## src/rtl/pipelined_block_cla_add.sv

```systemverilog
// pipelined_block_cla_add
// N-bit add/subtract built from B-bit carry-lookahead blocks, BPS blocks per
// pipeline stage. Each stage resolves one W = B*BPS bit slice. A single word
// per stage carries the not-yet-used operand bits together with the sum
// bits already resolved, so the sum arrives deskewed at the last stage.
// The whole pipeline advances together under a valid/ready handshake.
module pipelined_block_cla_add #(
  parameter int N   = 32,
  parameter int B   = 4,
  parameter int BPS = 2
) (
  input  logic         clk,
  input  logic         rst_n,
  input  logic         in_valid,
  output logic         in_ready,
  input  logic [N-1:0] a,
  input  logic [N-1:0] b,
  input  logic         ci,
  input  logic         sub,
  output logic         out_valid,
  input  logic         out_ready,
  output logic [N-1:0] c,
  output logic         co,
  output logic         ov
);

  localparam int W      = B * BPS;
  localparam int STAGES = N / W;

  // One W-bit slice: BPS blocks of B bits. Block P/G terms feed a group
  // lookahead that produces every block carry-in directly from cin; each
  // bit carry is then formed from its own block carry-in.
  // Returns {carry out of the slice, W sum bits}.
  function automatic logic [W:0] cla_slice(input logic [W-1:0] x,
                                           input logic [W-1:0] y,
                                           input logic         cin);
    logic [W-1:0]   p;
    logic [W-1:0]   g;
    logic [W-1:0]   s;
    logic [BPS-1:0] bp;
    logic [BPS-1:0] bg;
    logic [BPS:0]   bc;
    logic           gt;
    logic           pt;
    p = x ^ y;
    g = x & y;
    // Block propagate / generate over B bits
    for (int j = 0; j < BPS; j++) begin
      gt = 1'b0;
      pt = 1'b1;
      for (int i = 0; i < B; i++) begin
        gt = g[j*B+i] | (p[j*B+i] & gt);
        pt = pt & p[j*B+i];
      end
      bg[j] = gt;
      bp[j] = pt;
    end
    // Group lookahead: block carry j+1 expanded back to cin
    bc[0] = cin;
    for (int j = 0; j < BPS; j++) begin
      gt = bg[j];
      pt = bp[j];
      for (int m = j - 1; m >= 0; m--) begin
        gt = gt | (pt & bg[m]);
        pt = pt & bp[m];
      end
      bc[j+1] = gt | (pt & cin);
    end
    // Bit carries inside each block expanded back to the block carry-in
    for (int j = 0; j < BPS; j++) begin
      for (int i = 0; i < B; i++) begin
        gt = 1'b0;
        pt = 1'b1;
        for (int m = i - 1; m >= 0; m--) begin
          gt = gt | (pt & g[j*B+m]);
          pt = pt & p[j*B+m];
        end
        s[j*B+i] = p[j*B+i] ^ (gt | (pt & bc[j]));
      end
    end
    return {bc[BPS], s};
  endfunction

  logic [STAGES-1:0] valid_q;
  logic [STAGES-1:0] vin_s;
  logic [STAGES-1:0] load_s;
  logic              adv_s;
  logic              ov_d;
  logic              ov_q;

  // Everything moves when the output register is empty or being drained
  assign adv_s    = ~valid_q[STAGES-1] | out_ready;
  assign in_ready = adv_s;
  assign load_s   = vin_s & {STAGES{adv_s}};

  // Valid bit presented to each stage's input
  if (STAGES == 1) begin : g_vin_one
    assign vin_s = in_valid;
  end else begin : g_vin_chain
    assign vin_s = {valid_q[STAGES-2:0], in_valid};
  end

  // Stage valid bits shift together on every advance; bubbles travel as 0
  always_ff @(posedge clk or negedge rst_n) begin
    if (!rst_n) begin
      valid_q <= '0;
    end else if (adv_s) begin
      valid_q <= vin_s;
    end
  end

  for (genvar k = 0; k < STAGES; k++) begin : g_stage
    // Incoming word: {b remainder, a remainder, resolved sum bits}
    localparam int PW = 2*N - k*W;
    localparam int OW = 2*N - (k+1)*W;
    localparam int LO = k*W;

    logic [PW-1:0] in_word_s;
    logic          cin_s;
    logic [W-1:0]  x_s;
    logic [W-1:0]  y_s;
    logic [W:0]    res_s;
    logic [OW-1:0] st_d;
    logic [OW-1:0] st_q;
    logic          carry_q;

    if (k == 0) begin : g_src
      // Subtract folds into the add: invert b and the carry-in
      assign in_word_s = {b ^ {N{sub}}, a};
      assign cin_s     = ci ^ sub;
    end else begin : g_src
      assign in_word_s = g_stage[k-1].st_q;
      assign cin_s     = g_stage[k-1].carry_q;
    end

    assign x_s   = in_word_s[LO +: W];
    assign y_s   = in_word_s[N +: W];
    assign res_s = cla_slice(x_s, y_s, cin_s);

    if (k == STAGES - 1) begin : g_last
      if (k == 0) begin : g_pack
        assign st_d = res_s[W-1:0];
      end else begin : g_pack
        assign st_d = {res_s[W-1:0], in_word_s[LO-1:0]};
      end
      // Carry into the MSB is recovered as sum ^ a ^ b at that bit
      assign ov_d = x_s[W-1] ^ y_s[W-1] ^ res_s[W-1] ^ res_s[W];
    end else begin : g_mid
      if (k == 0) begin : g_pack
        assign st_d = {in_word_s[PW-1:N+W], in_word_s[N-1:W], res_s[W-1:0]};
      end else begin : g_pack
        assign st_d = {in_word_s[PW-1:N+W], in_word_s[N-1:LO+W],
                       res_s[W-1:0], in_word_s[LO-1:0]};
      end
    end

    // Capture this stage's word and slice carry when a valid item advances
    always_ff @(posedge clk or negedge rst_n) begin
      if (!rst_n) begin
        st_q    <= '0;
        carry_q <= 1'b0;
      end else if (load_s[k]) begin
        st_q    <= st_d;
        carry_q <= res_s[W];
      end
    end
  end

  // Overflow flag for the item captured by the last stage
  always_ff @(posedge clk or negedge rst_n) begin
    if (!rst_n) begin
      ov_q <= 1'b0;
    end else if (load_s[STAGES-1]) begin
      ov_q <= ov_d;
    end
  end

  assign out_valid = valid_q[STAGES-1];
  assign c         = g_stage[STAGES-1].st_q;
  assign co        = g_stage[STAGES-1].carry_q;
  assign ov        = ov_q;

endmodule

```

## config.mk

```make
export PLATFORM = sky130hd
export DESIGN_NAME = pipelined_block_cla_add
export DESIGN_NICKNAME = d
export VERILOG_FILES = /design/src/rtl/pipelined_block_cla_add.sv
export SDC_FILE = /design/constraint.sdc
export NUM_CORES = 1
export LEC_CHECK = 0
export BUFFER_PORTS_ARGS = -buffer_cell sky130_fd_sc_hd__buf_2
export CORE_MARGIN = 1
export CORE_UTILIZATION = 52
export DETAILED_ROUTE_END_ITERATION = 12
export GPL_ROUTABILITY_DRIVEN = 0
export PLACE_DENSITY = 0.85
export SYNTH_ARGS = -nofsm -noshare
export SYNTH_HDL_FRONTEND = slang
export SYNTH_SLANG_ARGS = --single-unit
export TNS_END_PERCENT = 10
```

## constraint.sdc

```tcl
create_clock -name clk -period 2 [get_ports clk]
set_input_delay 0.1 -clock clk [delete_from_list [all_inputs] [get_ports clk]]
set_output_delay 0.1 -clock clk [all_outputs]
set_load 0.05 [all_outputs]
```

==> run_summary.xml, run 1 <==
<?xml version="1.0" encoding="UTF-8"?>
<metrics>
  <group name="synth">
    <metric name="yosysSeqAreaShare" unit="%">55.8</metric>
    <metric name="avgSynthCellArea" unit="sq um">12.7</metric>
    <metric name="syn_area" unit="sq mm">0.00829</metric>
    <metric name="netlist_instances" unit="">652</metric>
    <metric name="async_set_or_reset_register_ratio_after_synthesis" unit="%">100</metric>
    <metric name="synth-edff-count" unit="">0</metric>
    <metric name="yosysWarnings" unit="">0</metric>
    <metric name="ys_dominant_reg_cell" unit="">sky130_fd_sc_hd__dfrtp_1</metric>
    <metric name="synthDistinctLibCells" unit="">46</metric>
    <metric name="synth_fp_nets" unit="">762</metric>
    <metric name="ys_seq_elements" unit="">185</metric>
  </group>
  <group name="power_and_ir_drop">
    <metric name="p_sw_share" unit="%">38.7</metric>
    <metric name="power.share.combinational" unit="%">46.3</metric>
    <metric name="sequentialPowerShare" unit="%">35.9</metric>
    <metric name="share_clk_of_total_power" unit="%">17.8</metric>
    <metric name="static_leakage" unit="nW">4.95</metric>
    <metric name="power.density" unit="mW/mm^2">1710</metric>
    <metric name="power.internal" unit="mW">11.1</metric>
    <metric name="net_sw_power" unit="mW">7.01</metric>
    <metric name="ir_worst_vdd" unit="mV">0.913</metric>
  </group>
  <group name="placement">
    <metric name="quantity_of_i_o_buffers_inserted_on_ports" unit="">105</metric>
    <metric name="dp_worst_setup_slack" unit="ns">-0.285</metric>
    <metric name="placed_area" unit="sq mm">0.00936</metric>
    <metric name="hpwl_dp" unit="mm">11.9</metric>
    <metric name="place_inst" unit="">981</metric>
  </group>
  <group name="sta">
    <metric name="final_setup_fails" unit="">8</metric>
    <metric name="timing.clock.skew" unit="ns">0.0128</metric>
    <metric name="hold_violations" unit="">0</metric>
    <metric name="final_max_slew_viol_count" unit="">0</metric>
    <metric name="grt_setup_unrepaired" unit="">true</metric>
    <metric name="finalWorstPathRequiredPeriod" unit="ns">2.15</metric>
    <metric name="worst_slew_margin_rel" unit="%">69.4</metric>
    <metric name="fmax" unit="MHz">466</metric>
    <metric name="final_critical_path_setup_slack" unit="ns">-0.148</metric>
    <metric name="worst_hold_margin" unit="ns">0.0178</metric>
    <metric name="final_min_period_over_clock_period" unit="%">107</metric>
    <metric name="transition_at_the_pin_with_the_smallest_max_transition_slack" unit="ns">0.458</metric>
  </group>
  <group name="status">
    <metric name="result_of_the_run" unit="">complete, but fails checks</metric>
    <metric name="violated_checks" unit="">setup timing</metric>
  </group>
  <group name="routing">
    <metric name="maxUsedRoutingLayer" unit="">met4</metric>
    <metric name="antenna_violating_nets_post_route" unit="">0</metric>
    <metric name="m1WireLength" unit="mm">8.16</metric>
    <metric name="met2_length" unit="mm">8.69</metric>
    <metric name="via_per_inst" unit="">5.28</metric>
    <metric name="via_count" unit="">5634</metric>
    <metric name="route.met3.wl" unit="microns">744</metric>
    <metric name="routedWlPerCell" unit="microns">16.9</metric>
    <metric name="dr.first_iter.drc_count" unit="">265</metric>
    <metric name="routed_wirelength" unit="mm">18.0</metric>
    <metric name="route.detailed.drc" unit="">0</metric>
    <metric name="drt_pass1_iterations" unit="">5</metric>
  </group>
  <group name="setup_path">
    <metric name="timing.critical_path.slowest_stage_cell" unit="">sky130_fd_sc_hd__fa_1</metric>
    <metric name="timing.setup.critical_path_class" unit="">reg -&gt; reg</metric>
    <metric name="cp-startpoint" unit="">g_stage[0].st_q[33]</metric>
    <metric name="cpPeakStageDelay" unit="ns">0.45</metric>
    <metric name="timing.critical_path.cells" unit="">ha_1 &gt; and2_1 &gt; a22o_1 &gt; or2_4 &gt; a21oi_4 &gt; fa_1 &gt; o21ai_2</metric>
    <metric name="sum_of_buffers_and_inverters_on_the_critical_path" unit="">0</metric>
    <metric name="cp-end-kind" unit="">flip-flop</metric>
    <metric name="worst_path_dominant_cell_family" unit="">adder cells</metric>
    <metric name="worst_reg2reg_startpoint" unit="">g_stage[0].st_q[33]</metric>
    <metric name="worstPathRequired" unit="ns">2.35</metric>
    <metric name="critical_path.startpoint_type" unit="">flip-flop</metric>
    <metric name="timing.critical_path.fanout_max" unit="">2</metric>
    <metric name="arrival" unit="ns">2.50</metric>
  </group>
  <group name="die">
    <metric name="design.portCount" unit="">106</metric>
    <metric name="initial_core_util" unit="%">53.9</metric>
    <metric name="fp.dieArea" unit="sq mm">0.0164</metric>
    <metric name="dieWidth" unit="microns">128</metric>
    <metric name="die_height" unit="microns">128</metric>
    <metric name="core_region_area" unit="sq mm">0.0154</metric>
    <metric name="row_count" unit="">45</metric>
  </group>
  <group name="final_layout">
    <metric name="fillCellCount" unit="">998</metric>
    <metric name="final_cell_count_no_fill" unit="">1067</metric>
    <metric name="final_core_utilization" unit="%">68.7</metric>
    <metric name="fin_area" unit="sq mm">0.0106</metric>
    <metric name="area.growth.synth_to_final" unit="%">27.4</metric>
    <metric name="design.final.nets" unit="">952</metric>
    <metric name="final_layout_size_suffix_gt1_share" unit="%">39.2</metric>
  </group>
  <group name="clock_network">
    <metric name="htree_num_levels" unit="">4</metric>
    <metric name="cts_tree" unit="">yes</metric>
    <metric name="clkTransAtPathRegs" unit="ns">0.06</metric>
    <metric name="ctsRootBufferMaster" unit="">sky130_fd_sc_hd__clkbuf_16</metric>
    <metric name="clock_path_buffers" unit="">2</metric>
    <metric name="cts_inserted_buffers" unit="">17</metric>
    <metric name="clk_latency" unit="ns">0.43</metric>
    <metric name="cts_sink_count" unit="">185</metric>
  </group>
  <group name="flow_run">
    <metric name="max_capacitance_violation_total" unit="">0</metric>
  </group>
  <group name="global_route">
    <metric name="largest_net_degree_at_the_start_of_global_routing" unit="">63</metric>
    <metric name="first_global_vias" unit="">5664</metric>
    <metric name="grt_overflow_total" unit="">0</metric>
    <metric name="grt_first_pass_wirelength" unit="mm">28.4</metric>
    <metric name="grt_util_overall" unit="%">22.7</metric>
    <metric name="antenna_found_initial" unit="">1</metric>
  </group>
  <group name="min_path">
    <metric name="hold_path.startpoint" unit="">b[8]</metric>
    <metric name="worst_hold_path_type" unit="">in -&gt; reg</metric>
  </group>
</metrics>
-- synthesized netlist by cell type, drive strengths merged, types with 2 or more instances --
master | n | area (sq um)
or3 | 3 | 18.8
a21oi | 11 | 55.1
fa | 8 | 160
clkbuf | 18 | 67.6
inv | 23 | 86.3
mux2 | 118 | 1330
a22oi | 2 | 15.0
a21o | 8 | 60.1
xor2 | 22 | 193
nor2 | 9 | 33.8
o21a | 6 | 45.0
a311oi | 3 | 32.5
nor3 | 3 | 15.0
o31ai | 4 | 30.0
dfrtp | 185 | 4630
xnor2 | 29 | 254
buf | 12 | 60.1
nand2 | 65 | 244
ha | 32 | 400
and2 | 3 | 18.8
o21ai | 57 | 285
or2 | 3 | 18.8
nor2b | 2 | 12.5
nor3b | 2 | 15.0
a211oi | 4 | 30.0
-- timing repair --
item,in CTS,in global routing
resized for setup,13,16
hold buffers,47,0
hold endpoints to repair,137,0
setup endpoints to repair,10,12
pin swaps,11,8
buffers inserted,4,2
-- final cells by class --
class	count	area, sq um	area share (%)
clock inverters	14	131	1.24
clock buffers	18	439	4.16
well taps	211	264	2.50
repair buffers	201	1430	13.6
multi-input cells	414	3580	33.9
diodes	1	2.50	0.0237
inverters	23	86.3	0.817
flip-flops and latches	185	4630	43.8
-- kinds of logic (layout without fill, tap and decap cells) --
family          count (synthesis)  after routing  synth area share, %
flops                         185            185                 55.8
mux                           119            119                 16.2
compound gates                108            108                 8.14
simple gates                   96             96                 5.13
buf+inv                        53            256                 2.58
xor+xnor                       51             51                 5.39
fa+ha+maj                      40             40                 6.76
other cells                     0              1                    0
-- metal layers --
layer	global-route usage (%)	up-vias
met5	0	-
met4	10.3	0
met3	3.76	32
met2	36.2	158
met1	30.5	2799
li1	-	2645
-- metrics by stage --
stage | TNS, ns | power [mW]
2_1_floorplan | -2.42 | 11.7
3_3_place_gp | -0.268 | 13.5
3_5_place_dp | -0.845 | 14.0
4_1_cts | -0.397 | 17.7
5_1_grt | -1.23 | 19.1
6_report | -0.431 | 18.1
-- final timing paths --
check                      slack, ns  depth (start not counted)             endpoint
max                            -0.15                          7  g_stage[1].st_q[12]
min                             0.02                          4  g_stage[0].st_q[32]
min reg2reg                     0.47                          2                c[26]
max reg2reg                    -0.15                          7  g_stage[1].st_q[12]
min in group asynchronous       0.16                          2   g_stage[1].st_q[5]
max in group asynchronous       1.06                          3                c[27]
-- cells in the final DEF (no fill, tap or decap), types with 4 or more instances in the layout --
| cell type | synthesis | final |
|---|---|---|
| sky130_fd_sc_hd__a21o_1 | 8 | 8 |
| sky130_fd_sc_hd__a21oi_1 | 11 | 8 |
| sky130_fd_sc_hd__buf_12 | 0 | 5 |
| sky130_fd_sc_hd__buf_2 | 12 | 104 |
| sky130_fd_sc_hd__buf_4 | 0 | 44 |
| sky130_fd_sc_hd__clkbuf_16 | 0 | 17 |
| sky130_fd_sc_hd__clkinv_2 | 0 | 8 |
| sky130_fd_sc_hd__dfrtp_1 | 185 | 185 |
| sky130_fd_sc_hd__dlygate4sd3_1 | 0 | 47 |
| sky130_fd_sc_hd__fa_1 | 8 | 6 |
| sky130_fd_sc_hd__ha_1 | 32 | 27 |
| sky130_fd_sc_hd__inv_1 | 23 | 23 |
| sky130_fd_sc_hd__mux2_2 | 118 | 118 |
| sky130_fd_sc_hd__nand2_1 | 65 | 60 |
| sky130_fd_sc_hd__nand2_2 | 0 | 5 |
| sky130_fd_sc_hd__nor2_1 | 9 | 8 |
| sky130_fd_sc_hd__o21a_1 | 6 | 6 |
| sky130_fd_sc_hd__o21ai_0 | 57 | 49 |
| sky130_fd_sc_hd__o21ai_1 | 0 | 4 |
| sky130_fd_sc_hd__o21ai_2 | 0 | 4 |
| sky130_fd_sc_hd__o31ai_1 | 4 | 4 |
| sky130_fd_sc_hd__xnor2_1 | 29 | 29 |
| sky130_fd_sc_hd__xor2_1 | 22 | 21 |
-- state kept, by name, summed over array words and instances, names as in the netlist --
name and count:
g_stage.st_q 144, ov 1, co 1, g_stage.carry_q 3, valid_q 4, c 32
-- power groups by stage --
stage / Sequential, mW / Clock, mW / Combinational [mW]
2_1_floorplan: 7.27 / 0 / 4.40
3_3_place_gp: 6.33 / 0 / 7.20
3_5_place_dp: 6.46 / 0 / 7.58
4_1_cts: 6.42 / 3.26 / 7.99
5_1_grt: 6.65 / 3.42 / 9.02
6_report: 6.49 / 3.22 / 8.39
-- worst reg2reg max path: stages, from the launching register on --
cell,delay [ns]
sky130_fd_sc_hd__dfrtp_1,0.40
sky130_fd_sc_hd__ha_1,0.33
sky130_fd_sc_hd__and2_1,0.17
sky130_fd_sc_hd__a22o_1,0.20
sky130_fd_sc_hd__or2_4,0.25
sky130_fd_sc_hd__a21oi_4,0.12
sky130_fd_sc_hd__fa_1,0.45
sky130_fd_sc_hd__o21ai_2,0.15
(Power assumes the default switching activity.)
==> inputs of run 2 (changes only) <==
- ABC_AREA: unset -> 1
- HOLD_SLACK_MARGIN: unset -> 0.06
==> run 2 against run 1 <==
The flow now finishes without violations. Die area increased by 2.2%. Maximum frequency grew 8.4%. Routed wire length increased by 11%. Via count is 24% higher. Worst setup slack improved by 0.17 ns. First-iteration DRC count is 130% higher. Register-to-register slack improved by 0.17 ns. Sequential share of layout area up 0.46 points. Synthesized cell count up 45%. Clock skew decreased by 0.0058 ns. Total power is 12% lower. Largest cell class unchanged.
==> run_summary.xml, run 2 <==
<?xml version="1.0" encoding="UTF-8"?>
<metrics>
  <group name="clock_network">
    <metric name="clock_path_buffers" unit="">2</metric>
    <metric name="clk_latency" unit="ns">0.43</metric>
    <metric name="cts_inserted_buffers" unit="">17</metric>
    <metric name="ctsRootBufferMaster" unit="">sky130_fd_sc_hd__clkbuf_16</metric>
    <metric name="clkTransAtPathRegs" unit="ns">0.07</metric>
    <metric name="cts_tree" unit="">yes</metric>
    <metric name="htree_num_levels" unit="">4</metric>
    <metric name="cts_sink_count" unit="">185</metric>
  </group>
  <group name="sta">
    <metric name="finalWorstPathRequiredPeriod" unit="ns">1.98</metric>
    <metric name="fmax" unit="MHz">505</metric>
    <metric name="final_max_slew_viol_count" unit="">0</metric>
    <metric name="final_min_period_over_clock_period" unit="%">99.0</metric>
    <metric name="final_setup_fails" unit="">0</metric>
    <metric name="timing.setup.tns" unit="ns">0</metric>
    <metric name="timing.clock.skew" unit="ns">0.00700</metric>
    <metric name="hold_violations" unit="">0</metric>
    <metric name="worst_slew_margin_rel" unit="%">53.8</metric>
    <metric name="transition_at_the_pin_with_the_smallest_max_transition_slack" unit="ns">0.693</metric>
  </group>
  <group name="final_layout">
    <metric name="fillCellCount" unit="">1210</metric>
    <metric name="final_layout_size_suffix_gt1_share" unit="%">16.7</metric>
    <metric name="layout.cells.most_common" unit="">sky130_fd_sc_hd__nand2_1</metric>
    <metric name="most-common-layout-cells" unit="">sky130_fd_sc_hd__nand2_1 (359), sky130_fd_sc_hd__dfrtp_1 (185), sky130_fd_sc_hd__buf_2 (104), sky130_fd_sc_hd__o21ai_0 (94), sky130_fd_sc_hd__inv_1 (73)</metric>
    <metric name="area.growth.synth_to_final" unit="%">23.4</metric>
    <metric name="seq_area" unit="sq mm">0.00463</metric>
    <metric name="multi_input_gate_area" unit="sq mm">0.00348</metric>
    <metric name="final_core_utilization" unit="%">65.8</metric>
    <metric name="flip_flop_count_of_the_largest_register_after_layout" unit="">144</metric>
    <metric name="design.final.nets" unit="">1210</metric>
    <metric name="registers.top_by_ff_count" unit="">g_stage.st_q</metric>
  </group>
  <group name="global_route">
    <metric name="grt_first_pass_wirelength" unit="mm">30.6</metric>
    <metric name="first_global_vias" unit="">6437</metric>
    <metric name="grt_overflow_total" unit="">0</metric>
    <metric name="largest_net_degree_at_the_start_of_global_routing" unit="">75</metric>
    <metric name="grt_util_overall" unit="%">23.4</metric>
    <metric name="antenna_found_initial" unit="">1</metric>
  </group>
  <group name="synth">
    <metric name="synthDistinctLibCells" unit="">28</metric>
    <metric name="syn_area" unit="sq mm">0.00847</metric>
    <metric name="ys_top_cells_by_area" unit="">sky130_fd_sc_hd__dfrtp_1 (55%), sky130_fd_sc_hd__nand2_1 (16%), sky130_fd_sc_hd__o21ai_0 (5.7%)</metric>
    <metric name="synth.most_common_cell" unit="">sky130_fd_sc_hd__nand2_1</metric>
    <metric name="yosysSeqAreaShare" unit="%">54.6</metric>
    <metric name="async_set_or_reset_register_ratio_after_synthesis" unit="%">100</metric>
    <metric name="yosysWarnings" unit="">0</metric>
    <metric name="synth.top_cell.area_share" unit="%">54.6</metric>
    <metric name="ys_seq_elements" unit="">185</metric>
    <metric name="synth_top_area_cell" unit="">sky130_fd_sc_hd__dfrtp_1</metric>
    <metric name="netlist_instances" unit="">946</metric>
    <metric name="synth-edff-count" unit="">0</metric>
    <metric name="synth_fp_nets" unit="">1056</metric>
    <metric name="post_synth_most_frequent_cells" unit="">sky130_fd_sc_hd__nand2_1 (359), sky130_fd_sc_hd__dfrtp_1 (185), sky130_fd_sc_hd__o21ai_0 (96)</metric>
    <metric name="ys_dominant_reg_cell" unit="">sky130_fd_sc_hd__dfrtp_1</metric>
    <metric name="avgSynthCellArea" unit="sq um">8.96</metric>
  </group>
  <group name="setup_path">
    <metric name="reg2reg_depth" unit="">9</metric>
    <metric name="worstPathRequired" unit="ns">2.35</metric>
    <metric name="timing.setup.critical_path_class" unit="">reg -&gt; reg</metric>
    <metric name="critical_path.startpoint_type" unit="">flip-flop</metric>
    <metric name="timing.critical_path.fanout_max" unit="">3</metric>
    <metric name="regToRegEndpoint" unit="">g_stage[1].st_q[13]</metric>
    <metric name="regToRegSetupSlack" unit="ns">0.02</metric>
    <metric name="cp-startpoint" unit="">g_stage[0].st_q[35]</metric>
    <metric name="worst_reg2reg_startpoint" unit="">g_stage[0].st_q[35]</metric>
    <metric name="arrival" unit="ns">2.33</metric>
    <metric name="setup.worst_path.end" unit="">g_stage[1].st_q[13]</metric>
    <metric name="cp-end-kind" unit="">flip-flop</metric>
  </group>
  <group name="power_and_ir_drop">
    <metric name="static_leakage" unit="nW">5.39</metric>
    <metric name="ir_worst_vdd" unit="mV">0.871</metric>
    <metric name="report.power.total" unit="mW">15.8</metric>
    <metric name="power.density" unit="mW/mm^2">1520</metric>
  </group>
  <group name="die">
    <metric name="dieWidth" unit="microns">130</metric>
    <metric name="core_region_area" unit="sq mm">0.0159</metric>
    <metric name="initial_core_util" unit="%">53.3</metric>
    <metric name="row_count" unit="">46</metric>
    <metric name="fp.dieArea" unit="sq mm">0.0168</metric>
    <metric name="die_height" unit="microns">130</metric>
    <metric name="design.portCount" unit="">106</metric>
  </group>
  <group name="min_path">
    <metric name="hold_path.startpoint" unit="">a[4]</metric>
    <metric name="worst_hold_path_type" unit="">in -&gt; reg</metric>
  </group>
  <group name="routing">
    <metric name="via_count" unit="">6972</metric>
    <metric name="via_per_inst" unit="">5.25</metric>
    <metric name="drt_pass1_iterations" unit="">5</metric>
    <metric name="route.detailed.drc" unit="">0</metric>
    <metric name="antenna_violating_nets_post_route" unit="">0</metric>
    <metric name="dr.first_iter.drc_count" unit="">611</metric>
    <metric name="routed_wirelength" unit="mm">20.0</metric>
    <metric name="routedWlPerCell" unit="microns">15.1</metric>
  </group>
  <group name="status">
    <metric name="result_of_the_run" unit="">complete, no violations</metric>
  </group>
  <group name="placement">
    <metric name="quantity_of_i_o_buffers_inserted_on_ports" unit="">105</metric>
    <metric name="hpwl_dp" unit="mm">12.3</metric>
  </group>
  <group name="flow_run">
    <metric name="max_capacitance_violation_total" unit="">0</metric>
  </group>
</metrics>
==> run 2: worst min-delay path by stage <==
stage,to,slack [ns],cells past startpoint
after floorplan,c[0],-0.20,0
after global placement,g_stage[0].st_q[34],0.17,1
after detailed placement,g_stage[0].st_q[37],0.17,1
after CTS,g_stage[0].st_q[4],0.09,4
after global routing,g_stage[0].st_q[4],0.13,4
final,g_stage[0].st_q[4],0.09,4
==> run 2: repair_timing <==
action,in CTS,in global routing
buffers inserted,0,2
endpoints found under the hold margin,116,0
setup endpoints to repair,2,6
hold buffers,49,0
gates resized for setup,3,11
pin swaps,0,4
==> run 2: critical path: stages (launching register included) <==
cell and delay [ns]:
sky130_fd_sc_hd__dfrtp_1 0.41, sky130_fd_sc_hd__ha_1 0.36, sky130_fd_sc_hd__inv_1 0.09, sky130_fd_sc_hd__nor2_1 0.13, sky130_fd_sc_hd__nand2_1 0.08, sky130_fd_sc_hd__nand3_1 0.11
sky130_fd_sc_hd__inv_1 0.07, sky130_fd_sc_hd__fa_2 0.36, sky130_fd_sc_hd__xor2_2 0.16, sky130_fd_sc_hd__o21ai_1 0.14
==> run 2: layout make-up <==
type	instances	share of cell area (%)
Multi-Input combinational cell	643	33.3
Tap cell	216	2.59
Inverter	79	2.84
Clock buffer	17	4.07
Sequential cell	185	44.3
Clock inverter	14	1.19
Antenna cell	1	0.0239
Timing Repair Buffer	174	11.7
==> run 2: where the power goes <==
| part | leakage, nW | internal, mW | switching (mW) | total [mW] |
|---|---|---|---|---|
| sequential | 2.32 | 5.25 | 0.901 | 6.15 |
| clock | 0.273 | 1.71 | 1.42 | 3.13 |
| combinational | 2.80 | 2.18 | 4.39 | 6.57 |
| total | 5.39 | 9.14 | 6.71 | 15.8 |
==> run 2: kinds of logic after synthesis <==
family	share of synthesized area (%)
compound gates	7.77
buf+inv	5.73
flops	54.6
fa+ha+maj	6.62
xor+xnor	4.95
simple gates	20.3
==> run 2: metal layers <==
layer / part of all wire [%] / track usage [%] / vias to the layer above
met2: 48 / 37.3 / 319
met1: 42 / 31.5 / 3296
met5: 0 / 0 / -
li1: - / - / 3274
met4: 3.6 / 9.78 / 0
met3: 6.7 / 4.62 / 83
==> run 2: metrics by stage <==
stage / std cells / setup WS [ns] / hold slack, ns / cell area [sq um]
floorplan: 946 / 0.00865 / -0.196 / 8480
global placement: 1246 / 0.0748 / 0.166 / 9280
detailed placement: 1246 / -0.0244 / 0.170 / 9280
CTS: 1326 / 0.00268 / 0.0904 / 10300
global route: 1329 / -0.0276 / 0.128 / 10500
finish: 1329 / 0.0193 / 0.0937 / 10500
==> inputs of run 3 (changes only) <==
- PLACE_DENSITY: 0.85 -> 0.82
==> run 3 against run 2 <==
The run now ends with setup timing left. Count of clock-buffer cells in the layout up 3. Die area unchanged. Critical path depth up 1. First-iteration DRC count down 8.8%. Total power up 1.6%. Non-clock buffer count up 4. Global-route usage up 0.55 points. Critical path type unchanged. Critical endpoint is now g_stage[2].st_q[21]. Largest cell class unchanged. Largest power group unchanged.
==> run_summary.xml, run 3 (synthesized netlist as in run 2, its figures left out) <==
<?xml version="1.0" encoding="UTF-8"?>
<metrics>
  <group name="final_layout">
    <metric name="most-common-layout-cells" unit="">sky130_fd_sc_hd__nand2_1 (358), sky130_fd_sc_hd__dfrtp_1 (184), sky130_fd_sc_hd__buf_2 (104), sky130_fd_sc_hd__o21ai_0 (94), sky130_fd_sc_hd__inv_1 (72)</metric>
    <metric name="area.growth.synth_to_final" unit="%">24.5</metric>
    <metric name="design.final.nets" unit="">1214</metric>
    <metric name="layout.cells.most_common" unit="">sky130_fd_sc_hd__nand2_1</metric>
    <metric name="final_layout_size_suffix_gt1_share" unit="%">17.8</metric>
    <metric name="registers.top_by_ff_count" unit="">g_stage.st_q</metric>
    <metric name="final_cell_count_no_fill" unit="">1333</metric>
    <metric name="antenna_cells" unit="">0</metric>
    <metric name="flip_flop_count_of_the_largest_register_after_layout" unit="">144</metric>
    <metric name="final_core_utilization" unit="%">66.4</metric>
  </group>
  <group name="sta">
    <metric name="final_setup_fails" unit="">1</metric>
    <metric name="grt_setup_unrepaired" unit="">true</metric>
    <metric name="worst_slew_margin_rel" unit="%">55.8</metric>
    <metric name="final_critical_path_setup_slack" unit="ns">-0.0228</metric>
    <metric name="transition_at_the_pin_with_the_smallest_max_transition_slack" unit="ns">0.661</metric>
    <metric name="finalWorstPathRequiredPeriod" unit="ns">2.02</metric>
    <metric name="hold_violations" unit="">0</metric>
    <metric name="final_max_slew_viol_count" unit="">0</metric>
    <metric name="final_min_period_over_clock_period" unit="%">101</metric>
    <metric name="timing.clock.skew" unit="ns">0.0104</metric>
    <metric name="fmax" unit="MHz">494</metric>
  </group>
  <group name="routing">
    <metric name="drt_pass1_iterations" unit="">6</metric>
    <metric name="via_per_inst" unit="">5.21</metric>
    <metric name="via_count" unit="">6945</metric>
    <metric name="dr.first_iter.drc_count" unit="">557</metric>
    <metric name="routed_wirelength" unit="mm">20.3</metric>
    <metric name="routedWlPerCell" unit="microns">15.2</metric>
    <metric name="route.detailed.drc" unit="">0</metric>
    <metric name="antenna_violating_nets_post_route" unit="">0</metric>
  </group>
  <group name="clock_network">
    <metric name="clkTransAtPathRegs" unit="ns">0.07</metric>
    <metric name="cts_inserted_buffers" unit="">17</metric>
    <metric name="cts_tree" unit="">yes</metric>
    <metric name="clock_path_buffers" unit="">2</metric>
    <metric name="ctsRootBufferMaster" unit="">sky130_fd_sc_hd__clkbuf_16</metric>
    <metric name="cts_sink_count" unit="">185</metric>
    <metric name="clk_latency" unit="ns">0.43</metric>
    <metric name="htree_num_levels" unit="">4</metric>
  </group>
  <group name="placement">
    <metric name="quantity_of_i_o_buffers_inserted_on_ports" unit="">105</metric>
    <metric name="dp_worst_setup_slack" unit="ns">-0.00935</metric>
    <metric name="hpwl_dp" unit="mm">12.0</metric>
    <metric name="place_inst" unit="">1245</metric>
  </group>
  <group name="power_and_ir_drop">
    <metric name="power.density" unit="mW/mm^2">1530</metric>
    <metric name="static_leakage" unit="nW">5.43</metric>
    <metric name="ir_worst_vdd" unit="mV">0.882</metric>
  </group>
  <group name="global_route">
    <metric name="largest_net_degree_at_the_start_of_global_routing" unit="">64</metric>
    <metric name="grt_overflow_total" unit="">0</metric>
    <metric name="grt_util_overall" unit="%">23.9</metric>
    <metric name="antenna_found_initial" unit="">0</metric>
    <metric name="first_global_vias" unit="">6404</metric>
    <metric name="grt_first_pass_wirelength" unit="mm">30.9</metric>
  </group>
  <group name="die">
    <metric name="row_count" unit="">46</metric>
    <metric name="initial_core_util" unit="%">53.3</metric>
    <metric name="core_region_area" unit="sq mm">0.0159</metric>
    <metric name="dieWidth" unit="microns">130</metric>
    <metric name="design.portCount" unit="">106</metric>
    <metric name="die_height" unit="microns">130</metric>
    <metric name="fp.dieArea" unit="sq mm">0.0168</metric>
  </group>
  <group name="setup_path">
    <metric name="timing.critical_path.fanout_max" unit="">4</metric>
    <metric name="arrival" unit="ns">2.32</metric>
    <metric name="critical_path.startpoint_type" unit="">flip-flop</metric>
    <metric name="worstPathRequired" unit="ns">2.30</metric>
    <metric name="cp-end-kind" unit="">flip-flop</metric>
    <metric name="timing.setup.critical_path_class" unit="">reg -&gt; reg</metric>
  </group>
  <group name="status">
    <metric name="violated_checks" unit="">setup timing</metric>
    <metric name="result_of_the_run" unit="">complete, but fails checks</metric>
  </group>
  <group name="flow_run">
    <metric name="max_capacitance_violation_total" unit="">0</metric>
  </group>
  <group name="min_path">
    <metric name="worst_hold_path_type" unit="">in -&gt; reg</metric>
  </group>
</metrics>
[run 3: timing repair]
item	4_1_cts	5_1_grt
hold endpoints to repair	105	0
setup buffers	0	7
endpoints found under the setup margin	2	6
gates resized for setup	3	21
gates cloned	0	0
hold buffers	49	0
pin swaps	0	7
[run 3: final cells by class]
cell class / instances / area, sq um
fill: 1174 / 5340
clock inverter: 12 / 116
multi-input combinational: 643 / 3530
clock buffer: 20 / 447
tap: 216 / 270
inverter: 79 / 297
timing repair buffer: 178 / 1250
sequential: 185 / 4630
[run 3: final timing paths]
check,slack [ns],startpoint,endpoint,cells past startpoint
max reg2reg,-0.02,g_stage[1].st_q[34],g_stage[2].st_q[21],10
min reg2reg,0.47,c[23],c[23],2
min,0.09,a[4],g_stage[0].st_q[4],4
max in group asynchronous,1.08,rst_n,g_stage[1].st_q[16],3
max,-0.02,g_stage[1].st_q[34],g_stage[2].st_q[21],10
min in group asynchronous,0.24,rst_n,g_stage[0].st_q[9],2
[run 3: stage by stage]
step	power [mW]	instance area, sq um	hold slack [ns]	TNS (ns)
after floorplan	10.5	8480	-0.196	0
after global placement	11.8	9280	0.127	0
after detailed placement	12.1	9280	0.127	-0.00935
after CTS	15.5	10400	0.0896	0
after global routing	17.2	10500	0.104	-0.178
final	16.1	10500	0.0931	-0.0228
[run 3: critical path: stages, from the launching register on]
cell                      delay (ns)
sky130_fd_sc_hd__dfrtp_1        0.43
sky130_fd_sc_hd__ha_4           0.32
sky130_fd_sc_hd__nand3_2        0.09
sky130_fd_sc_hd__nor2_1         0.10
sky130_fd_sc_hd__nand2_1        0.08
sky130_fd_sc_hd__nand3_2        0.12
sky130_fd_sc_hd__inv_2          0.07
sky130_fd_sc_hd__fa_2           0.40
sky130_fd_sc_hd__xnor2_2        0.14
sky130_fd_sc_hd__nand2_1        0.07
sky130_fd_sc_hd__o21ai_0        0.08
[run 3: layer usage]
metal	vias up	global-route usage (%)	routed length [microns]
met5	-	0	0
met4	0	11.3	844
met3	94	5.45	1390
met2	300	37.2	9210
met1	3255	32.1	8830
li1	3296	-	-
[run 3: power by group]
part / switching (mW) / internal (mW) / leakage [nW]
combinational: 4.46 / 2.30 / 2.83
sequential: 0.872 / 5.24 / 2.32
clock: 1.46 / 1.77 / 0.272
total: 6.80 / 9.31 / 5.43
